File: src/rtl/dtmr_mgr.sv
// dtmr_mgr: switches a voter between simplex and TMR, retiring modules that keep faulting
module dtmr_mgr #(
  parameter int SETTLE = 4,
  parameter int HOLD = 16,
  parameter int MAX_FLT = 3,
  parameter int RST_LEN = 2
) (
  input  logic       clk,
  input  logic       rst,
  input  logic       trig,
  input  logic [2:0] fault,
  input  logic       flt_clr,
  output logic       state,
  output logic [2:0] en,
  output logic [2:0] mod_rst,
  output logic [5:0] flt_cnt,
  output logic [2:0] disabled,
  output logic       alarm,
  output logic [2:0] fsm_st
);
  localparam logic [2:0] SIMPLEX = 3'd0, ACTIVATE = 3'd1, TMR = 3'd2, RECOVER = 3'd3;
  localparam int MX = SETTLE > HOLD ? (SETTLE > RST_LEN ? SETTLE : RST_LEN)
                                    : (HOLD > RST_LEN ? HOLD : RST_LEN);
  localparam int CW = $clog2(MX + 2);
  localparam logic [1:0] MAXC = 2'(MAX_FLT);
  logic [CW-1:0] cnt, cnt_n;
  logic [2:0] h, p, f, fs_n, en_n, mr_n, dis_n;
  logic [5:0] fc_n;
  logic st_n, last;
  function automatic logic two_up(input logic [2:0] m);
    return (m[0] & m[1]) | (m[0] & m[2]) | (m[1] & m[2]);
  endfunction
  assign h = ~disabled;
  assign p = h & (~h + 3'd1);
  assign f = fault & en;
  assign last = cnt <= CW'(1);
  always_comb begin
    fs_n = fsm_st;
    st_n = state;
    en_n = en;
    mr_n = mod_rst;
    fc_n = flt_cnt;
    dis_n = disabled;
    cnt_n = cnt;
    if (flt_clr) begin
      fs_n = SIMPLEX;
      st_n = 1'b0;
      en_n = 3'b001;
      mr_n = '0;
      fc_n = '0;
      dis_n = '0;
      cnt_n = '0;
    end else begin
      case (fsm_st)
        SIMPLEX: begin
          en_n = p;
          mr_n = '0;
          st_n = 1'b0;
          if (trig && !alarm) begin
            fs_n = ACTIVATE;
            st_n = 1'b1;
            en_n = h;
            cnt_n = CW'(SETTLE);
          end
        end
        ACTIVATE: begin
          fs_n = last ? TMR : ACTIVATE;
          cnt_n = last ? CW'(HOLD) : cnt - CW'(1);
        end
        TMR: begin
          if (f != '0) begin
            for (int i = 0; i < 3; i++)
              if (f[i]) begin
                fc_n[2*i +: 2] = flt_cnt[2*i +: 2] >= MAXC ? MAXC : flt_cnt[2*i +: 2] + 2'd1;
                dis_n[i] = fc_n[2*i +: 2] == MAXC;
              end
            fs_n = RECOVER;
            mr_n = f;
            en_n = h & ~f;
            cnt_n = CW'(RST_LEN);
          end else if (trig) begin
            cnt_n = CW'(HOLD);
          end else if (last) begin
            fs_n = SIMPLEX;
            st_n = 1'b0;
            en_n = p;
            cnt_n = '0;
          end else begin
            cnt_n = cnt - CW'(1);
          end
        end
        RECOVER: begin
          if (last) begin
            mr_n = '0;
            fs_n = two_up(h) ? ACTIVATE : SIMPLEX;
            st_n = two_up(h);
            en_n = two_up(h) ? h : p;
            cnt_n = two_up(h) ? CW'(SETTLE) : '0;
          end else begin
            cnt_n = cnt - CW'(1);
          end
        end
        default: begin
          fs_n = SIMPLEX;
          st_n = 1'b0;
          en_n = p;
          mr_n = '0;
          cnt_n = '0;
        end
      endcase
    end
  end
  always_ff @(posedge clk or posedge rst) begin
    if (rst) begin
      fsm_st <= SIMPLEX;
      state <= 1'b0;
      en <= 3'b001;
      mod_rst <= '0;
      flt_cnt <= '0;
      disabled <= '0;
      alarm <= 1'b0;
      cnt <= '0;
    end else begin
      fsm_st <= fs_n;
      state <= st_n;
      en <= en_n;
      mod_rst <= mr_n;
      flt_cnt <= fc_n;
      disabled <= dis_n;
      alarm <= !two_up(~dis_n);
      cnt <= cnt_n;
    end
  end
endmodule
File: config.mk
export PLATFORM = sky130hd
export DESIGN_NAME = dtmr_mgr
export DESIGN_NICKNAME = d
export VERILOG_FILES = /design/src/rtl/dtmr_mgr.sv
export SDC_FILE = /design/constraint.sdc
export NUM_CORES = 1
export LEC_CHECK = 0
export CELL_PAD_IN_SITES_DETAIL_PLACEMENT = 0
export CELL_PAD_IN_SITES_GLOBAL_PLACEMENT = 1
export CORE_MARGIN = 4
export CORE_UTILIZATION = 39
export DETAILED_ROUTE_END_ITERATION = 10
export PLACE_DENSITY_LB_ADDON = 0.1
export SYNTH_ARGS = -nofsm -noshare
export SYNTH_HDL_FRONTEND = slang
export SYNTH_SLANG_ARGS = --single-unit
File: constraint.sdc
create_clock -name clk -period 3.2 [get_ports clk]
set_clock_uncertainty 0.15 [all_clocks]
set_input_delay 0.32 -clock clk [delete_from_list [all_inputs] [get_ports clk]]
set_output_delay 0.32 -clock clk [all_outputs]
set_load 0.01 [all_outputs]
# ---- Word level (Yosys, flattened, before mapping)
# Cells that the tools add are included.
dict set report classes {
  reduce_logical 17
  order_cmp 4
  add_sub_neg 5
  n_eq_ne 15
  n_mux 51
  bitwise_logic 17
}
# operator n
set ops {}
lappend ops {{$mux 3} 19}
lappend ops {{$mux 5} 7}
lappend ops {{$pmux 3 s4} 2}
lappend ops {{$pmux 5 s4} 1}
lappend ops {{$mux 6} 3}
lappend ops {{$ne 3x3->1 const B} 6}
lappend ops {{$mux 2} 7}
lappend ops {{$not 3->3} 4}
lappend ops {{$reduce_and 3->1} 4}
lappend ops {{$mux 1} 10}
lappend ops {{$reduce_bool 2->1} 5}
lappend ops {{$and 3x3->3} 3}
lappend ops {{$pmux 3 s3} 1}
lappend ops {{$ne 4x4->1 const B} 2}
lappend ops {{$reduce_and 4->1} 2}
lappend ops {{$add 2x1->2 const B} 3}
lappend ops {{$and 1x1->1} 6}
lappend ops {{$eq 2x2->1 const B} 3}
lappend ops {{$eq 3x2->1 const B} 2}
lappend ops {{$ge 2x2->1 const B} 3}
lappend ops {{$le 5x1->1 const B} 1}
lappend ops {{$reduce_and 5->1} 1}
lappend ops {{$sub 5x1->5 const B} 1}
lappend ops {{$or 1x1->1} 4}
lappend ops {{other kinds (8)} 9}
dict set report word_totals {
  elab_cells 119
  regBits 25
  out_inout_bits 20
  in_bits 7
}

# ---- Depth between registers and ports, before layout
# Gate-level depths: netlist of run 1.
dict set report logic_depth {
  ltp_word 12
  mapped_depth 8
  ltp_nobuf 6
}

# ---- Least setup slack after synthesis of run 1
# Ideal clock, no wire load.
dict set report synth_timing {
  path_kind {register to register}
  start {register fsm_st[0]}
  end {register fsm_st[1]}
  setup_time_ns 0.079
  stages_incl_launch_ff 8
  path_slack_ns 1.236
  t_arrival_ns 1.734
  period_less_slack_ns 1.964
  n_path_buf 1
  t_required_ns 2.971
  path_cell_list {dfrtp_1 inv_1 ha_1 buf_2 a21boi_2 a32oi_1 a221oi_2 mux2i_1}
}
dict set report synth_between {
  elab_chain_cells 3
  word_cells_on_any_way 11
  classes_between {eq/ne: 7; mux: 2; reduce/logical: 2}
}
# item line
set synth_lines {}
lappend synth_lines {{from (decl)} 19} ;# output logic [2:0] fsm_st
lappend synth_lines {{from (signal assigned)} 124} ;# fsm_st <= fs_n;
lappend synth_lines {{$eq 3x2->1 (tied with other cells)} 54} ;# case (fsm_st)
lappend synth_lines {{$ne 4x4->1 (no line) (tied with other cells)} -}
lappend synth_lines {{$reduce_and 4->1 (no line) or $mux 3 (tied branches)} -}
# Several ways; a longest one is shown, not always the timed one.
# A chain may end at the register's enable or synchronous reset.

# ---- Worst setup path in the final report of run 1
dict set report layout_timing {
  start {register fsm_st[0]}
  end {register en[2]}
}
dict set report layout_between {
  elab_chain_cells 3
  word_cells_on_any_way 11
  classes_between {eq/ne: 7; mux: 2; reduce/logical: 2}
}
# item line
set layout_lines {}
lappend layout_lines {{$eq 3x2->1 (tied with other cells)} 54}
lappend layout_lines {{$ne 4x4->1 (no line) (tied with other cells)} -}
lappend layout_lines {{$reduce_and 4->1 (no line) or $mux 3 (tied branches)} -}
lappend layout_lines {{to (signal assigned)} 126} ;# en <= en_n;
lappend layout_lines {{to (decl)} 14} ;# output logic [2:0] en,
# Several ways; a longest one is shown, not always the timed one.

==> flow_metrics.env, run 1 <==
export IMPL_status="finished, final reports clean"
export IMPL_finalHoldViolations=0
export IMPL_utilization=0.509
export IMPL_cts_resized_gates=0
export IMPL_post_route_period_util=0.793
export IMPL_synth_area_leaders="dfrtp_1 (37%), ha_1 (4.8%), a21oi_1 (3.8%), nor2_1 (3.3%), mux2i_1 (2.6%)"
export IMPL_grt_pass1_vias=1395
export IMPL_cts_sinks=24
export IMPL_setup_viol=0
export IMPL_io_buffers=25
export IMPL_holdWs_ns=0.368
export IMPL_diodes=0
export IMPL_drv_slew=0
export IMPL_ys_flop_type="dfrtp_1"
export IMPL_crit_path_end_kind="register"
export IMPL_fmax_mhz=394
export IMPL_drcViolationCount=0
export IMPL_fp_dieArea_mm2=0.00510
export IMPL_worst_pin_slew_ns=0.970
export IMPL_powerDensity_mw_per_mm2=733
export IMPL_final_area_mm2=0.00192
export IMPL_overflow=0
export IMPL_synth_common_cells="dfrtp_1 (23), nor2_1 (14), a21oi_1 (12)"
export IMPL_finalSetupTns_ns=0
export IMPL_critPathKind="reg -> reg"
export IMPL_grt_total_usage=0.174
export IMPL_placed_area_mm2=0.00185
export IMPL_max_stage_delay_ns=0.58
export IMPL_rsz0062_at_grt="false"
export IMPL_cts_made_buffers=3
export IMPL_hp_class="reg -> reg"
export IMPL_synth_top_cell_area_share=0.367
export IMPL_cts_root_buf="clkbuf_8"
export IMPL_crit_arrival_ns=2.53
export IMPL_total_power_mw=1.41
export IMPL_required_ns=3.19
export IMPL_avgRoutedWirePerCell_um=17.5
export IMPL_syn_area_mm2=0.00157
export IMPL_antenna_found_initial=0
export IMPL_cts_tree="done"
export IMPL_wl_um=4220
export IMPL_ioPinCount=27
export IMPL_timing_critical_path_from="fsm_st[0]"
export IMPL_crit_family="compound AO/OA/AOI/OAI gates"
export IMPL_start_kind="register"
export IMPL_first_pass_iters=4
export IMPL_vias=1427
export IMPL_fin_nets=207
export IMPL_synth_nets=183
export IMPL_gp_congestion=0.874
export IMPL_die_y_um=71.4
export IMPL_antenna_left=0
export IMPL_post_cts_buffers=0
export IMPL_final_cells=241
export IMPL_grt_start_max_net_pins=25
export IMPL_syn_to_final_growth_pct=22.3
export IMPL_row_count=22
export IMPL_p_leak_nw=0.754
export IMPL_path_buf_inv=1
export IMPL_synth_top_area_cell="dfrtp_1"
export IMPL_synth_seq_cells=24
export IMPL_crit_chain="inv_1 > ha_1 > a21boi_2 > a21boi_0 > a2111oi_0 > a31oi_1"
export IMPL_viasPerCell=5.92
export IMPL_cts_hold_buffers=0
export IMPL_r2r_start="fsm_st[0]"
export IMPL_worst_slack_ns=0.663
export IMPL_synth_most_common_cell="dfrtp_1"
export IMPL_start_util=0.416
export IMPL_irDropWorstVdd_mv=0.429
export IMPL_post_synth_cell_area_avg_um2=9.23
export IMPL_coreArea_mm2=0.00377
export IMPL_clock_latency_ns=0.27
export IMPL_drive_above_1_share=0.0674
export IMPL_drt_iter0_markers=129
export IMPL_clkTransAtPathRegs_ns=0.09
export IMPL_max_slew_margin=0.352
export IMPL_cp_slowest_cell="ha_1"
export IMPL_synthCells=170
export IMPL_min_delay_start="flt_cnt[2]"
export IMPL_drv_cap=0
export IMPL_dp_cells=237
export IMPL_min_period_ns=2.54
export IMPL_htree_num_levels=1
export IMPL_path_max_fanout=19
export IMPL_grt_pass1_wl_um=7130
export IMPL_ys_types=63
export IMPL_cts_buffer_depth=2
export IMPL_synthArstFlopShare=1.00
export IMPL_yosys_warnings=0
export IMPL_die_width_um=71.4
export IMPL_pre_cts_ws_ns=0.694
export IMPL_seq_area_frac_synth=0.384
export IMPL_synth_edff_count=0
export IMPL_dpl_hpwl_um=3150
sequential cells by signal (all words and copies together) (netlist names):
signal,cells
flt_cnt,6
fsm_st,2
cnt,5
en,3
alarm,1
state,1
mod_rst,3
disabled,3
where the power goes:
group	leakage, nW	internal, mW	switching (mW)
registers	0.326	0.360	0.0776
clock network	0.0357	0.167	0.106
logic	0.392	0.297	0.400
per-layer routing:
layer | up-vias | part of all wire | track usage
met1 | 678 | 0.50 | 0.275
li1 | 693 | - | -
met4 | 0 | 0.0081 | 0.0522
met5 | - | 0 | 0
met2 | 52 | 0.44 | 0.241
met3 | 4 | 0.054 | 0.0266
path summary, 6_finish.rpt:
check                      slack (ns)  cells past startpoint     endpoint
setup / recovery                 0.66                      6        en[2]
hold / removal                   0.37                      1   flt_cnt[2]
setup reg to reg                 0.66                      6        en[2]
hold reg to reg                  0.37                      1   flt_cnt[2]
max in group asynchronous        1.90                      2   flt_cnt[0]
min in group asynchronous        0.41                      2  disabled[1]
cell type report:
cell class	instances	area, µm²
clock inverter	1	30.0
sequential	24	602
tap	48	60.1
multi-input combinational	129	891
clock buffer	3	41.3
fill	339	1850
timing repair buffer	26	258
inverter	10	37.5
logic make-up (layout without fill, tap and decap cells):
kind of cell / after synthesis / count (layout) / share of synthesized area
compound gates: 63 / 63 / 0.297
xor+xnor: 2 / 2 / 0.0112
fa+ha+maj: 7 / 7 / 0.0542
buf+inv: 17 / 40 / 0.0486
flops: 24 / 24 / 0.384
mux: 4 / 4 / 0.0255
other cells: 1 / 1 / 0.00239
simple gates: 52 / 52 / 0.178
worst register-to-register path: cells and delay by family (launching register included):
kind                     cells  cell delay [ns]
AO/OA/AOI/OAI                4             1.14
flip-flops                   1             0.44
adder cells (fa/ha/maj)      1             0.58
buffers and inverters        1             0.10
cells in the final DEF, fill, tap and decap left out, types with 2 or more instances in the layout:
master,n
and2_1,2
or3_1,5
a41oi_1,2
a211oi_1,4
nand3_1,4
o21ai_1,3
a31oi_1,4
nor3_1,5
nand2b_1,3
o2bb2ai_1,2
clkbuf_8,3
a21oi_1,12
o21ai_0,7
nor4bb_1,2
a2111oi_0,2
nor3b_1,4
o31ai_1,2
ha_1,6
mux2i_1,4
dfrtp_1,23
inv_1,10
clkdlybuf4s50_1,25
nor2_1,14
nand2_1,7
Power figures use the tool's default switching activity.
==> run 2: changes to the inputs <==
- CORE_UTILIZATION: 39 -> 36
- clock period: 3.2 -> 2.1 ns (I/O delays scaled with it)
==> run 2 against run 1 <==
Effect of this change:
- first-iteration DRC count down 56%
- global-route usage up 0.20 points
- final cell count grew 6.2%
- non-clock buffer count is 13 higher
- total power grew 64%
- sequential power increased by 54%
- register-to-register slack lost 0.51 ns
- critical path depth rose by 1
- count of clock-buffer cells in the layout unchanged
- worst setup slack got worse by 0.51 ns
==> flow_metrics.env, run 2 (synthesis results as in run 1) <==
export IMPL_powerDensity_mw_per_mm2=1120
export IMPL_drv_slew=0
export IMPL_grt_pass1_vias=1478
export IMPL_max_stage_delay_ns=0.40
export IMPL_cts_tree="done"
export IMPL_setup_viol=0
export IMPL_grt_total_usage=0.176
export IMPL_status="finished, final reports clean"
export IMPL_gp_congestion=0.903
export IMPL_r2r_start="fsm_st[0]"
export IMPL_placed_area_mm2=0.00196
export IMPL_largest_register="flt_cnt"
export IMPL_rsz0062_at_grt="false"
export IMPL_finalHoldViolations=0
export IMPL_r2r_end="en[2]"
export IMPL_die_y_um=74.0
export IMPL_total_power_mw=2.31
export IMPL_overflow=0
export IMPL_finalSetupTns_ns=0
export IMPL_vias=1520
export IMPL_dpl_hpwl_um=3510
export IMPL_crit_chain="inv_1 > ha_4 > buf_4 > inv_1 > o311a_1 > or3_1 > a31oi_1"
export IMPL_io_buffers=25
export IMPL_critPathKind="reg -> reg"
export IMPL_cp_slowest_cell="dfrtp_1"
export IMPL_ff2ff_path_depth=7
export IMPL_utilization=0.501
export IMPL_avgRoutedWirePerCell_um=17.6
export IMPL_ioPinCount=27
export IMPL_diodes=0
export IMPL_fp_dieArea_mm2=0.00548
export IMPL_coreArea_mm2=0.00412
export IMPL_final_area_mm2=0.00206
export IMPL_drive_above_1_share=0.146
export IMPL_max_slew_margin=0.674
export IMPL_grt_start_max_net_pins=22
export IMPL_min_period_ns=1.95
export IMPL_crit_path_end_kind="register"
export IMPL_cp_common_cell="inv_1"
export IMPL_largest_register_ffs=6
export IMPL_grt_pass1_wl_um=7450
export IMPL_final_cell_mix="clkdlybuf4s50_1 (25), dfrtp_1 (23), nor2_1 (14), buf_4 (13), a21oi_1 (11)"
export IMPL_start_util=0.381
export IMPL_cts_made_buffers=3
export IMPL_htree_num_levels=1
export IMPL_rrSetupSlack_ns=0.15
export IMPL_cts_buffer_depth=2
export IMPL_post_route_period_util=0.927
export IMPL_final_cells=256
export IMPL_viasPerCell=5.94
export IMPL_worst_pin_slew_ns=0.485
export IMPL_antenna_left=0
export IMPL_antenna_found_initial=0
export IMPL_drv_cap=0
export IMPL_clock_latency_ns=0.27
export IMPL_drcViolationCount=0
export IMPL_path_buf_inv=3
export IMPL_first_pass_iters=5
export IMPL_crit_family="compound AO/OA/AOI/OAI gates"
export IMPL_cp_num_cells=7
export IMPL_fin_nets=220
export IMPL_fmax_mhz=514
export IMPL_syn_to_final_growth_pct=31.5
export IMPL_required_ns=2.15
export IMPL_post_cts_buffers=0
export IMPL_crit_arrival_ns=2.00
export IMPL_dp_cells=252
export IMPL_die_width_um=74.0
export IMPL_drt_iter0_markers=57
export IMPL_wl_um=4500
export IMPL_reg_top3="flt_cnt: 6 flops, cnt: 5 flops"
export IMPL_path_max_fanout=6
export IMPL_row_count=23
export IMPL_clkTransAtPathRegs_ns=0.09
export IMPL_p_leak_nw=0.828
export IMPL_cts_root_buf="clkbuf_8"
export IMPL_start_kind="register"
export IMPL_cts_sinks=24
export IMPL_final_common_cell="clkdlybuf4s50_1"
export IMPL_hp_class="in -> async"
export IMPL_irDropWorstVdd_mv=0.452
## run 2: layout make-up
class / count / area [µm²]
Fill cell: 386 / 2050
Multi-Input combinational cell: 129 / 922
Tap cell: 50 / 62.6
Inverter: 10 / 37.5
Timing Repair Buffer: 39 / 368
Clock inverter: 1 / 30.0
Sequential cell: 24 / 602
Clock buffer: 3 / 41.3
## run 2: metrics by stage
| step | hold WS [ns] | worst slack, ns |
|---|---|---|
| after CTS | 0.102 | 0.0110 |
| after global placement | 0.339 | 0.0103 |
| final | 0.0838 | 0.154 |
| after detailed placement | 0.366 | -0.0586 |
| after global routing | 0.115 | 0.0179 |
| after floorplan | 0.0739 | 0.136 |
## run 2: where the power goes
| group | switching (mW) | internal (mW) |
|---|---|---|
| clock | 0.158 | 0.255 |
| combinational | 0.657 | 0.566 |
| sequential | 0.124 | 0.549 |
## run 2: how the worst max path moves through the flow
stage / slack (ns) / from / end
2_1_floorplan: 0.14 / fsm_st[0] / fsm_st[1]
3_3_place_gp: 0.01 / fault[0] / en[2]
3_5_place_dp: -0.06 / fault[0] / fsm_st[1]
4_1_cts: 0.01 / fsm_st[0] / fsm_st[1]
5_1_grt: 0.02 / fsm_st[1] / en[0]
6_report: 0.15 / fsm_st[0] / en[2]
## run 2: metal layers
metal | share of wire | wire length (µm) | track usage
met1 | 0.47 | 2110 | 0.256
met2 | 0.46 | 2070 | 0.276
met3 | 0.067 | 302 | 0.0257
met4 | 0.0044 | 20 | 0.0463
met5 | 0 | 0 | 0
## run 2: what timing repair did
action,in CTS,in global routing
pin swaps,0,1
hold buffers,0,0
gates resized for setup,1,8
endpoints found under the setup margin,3,11
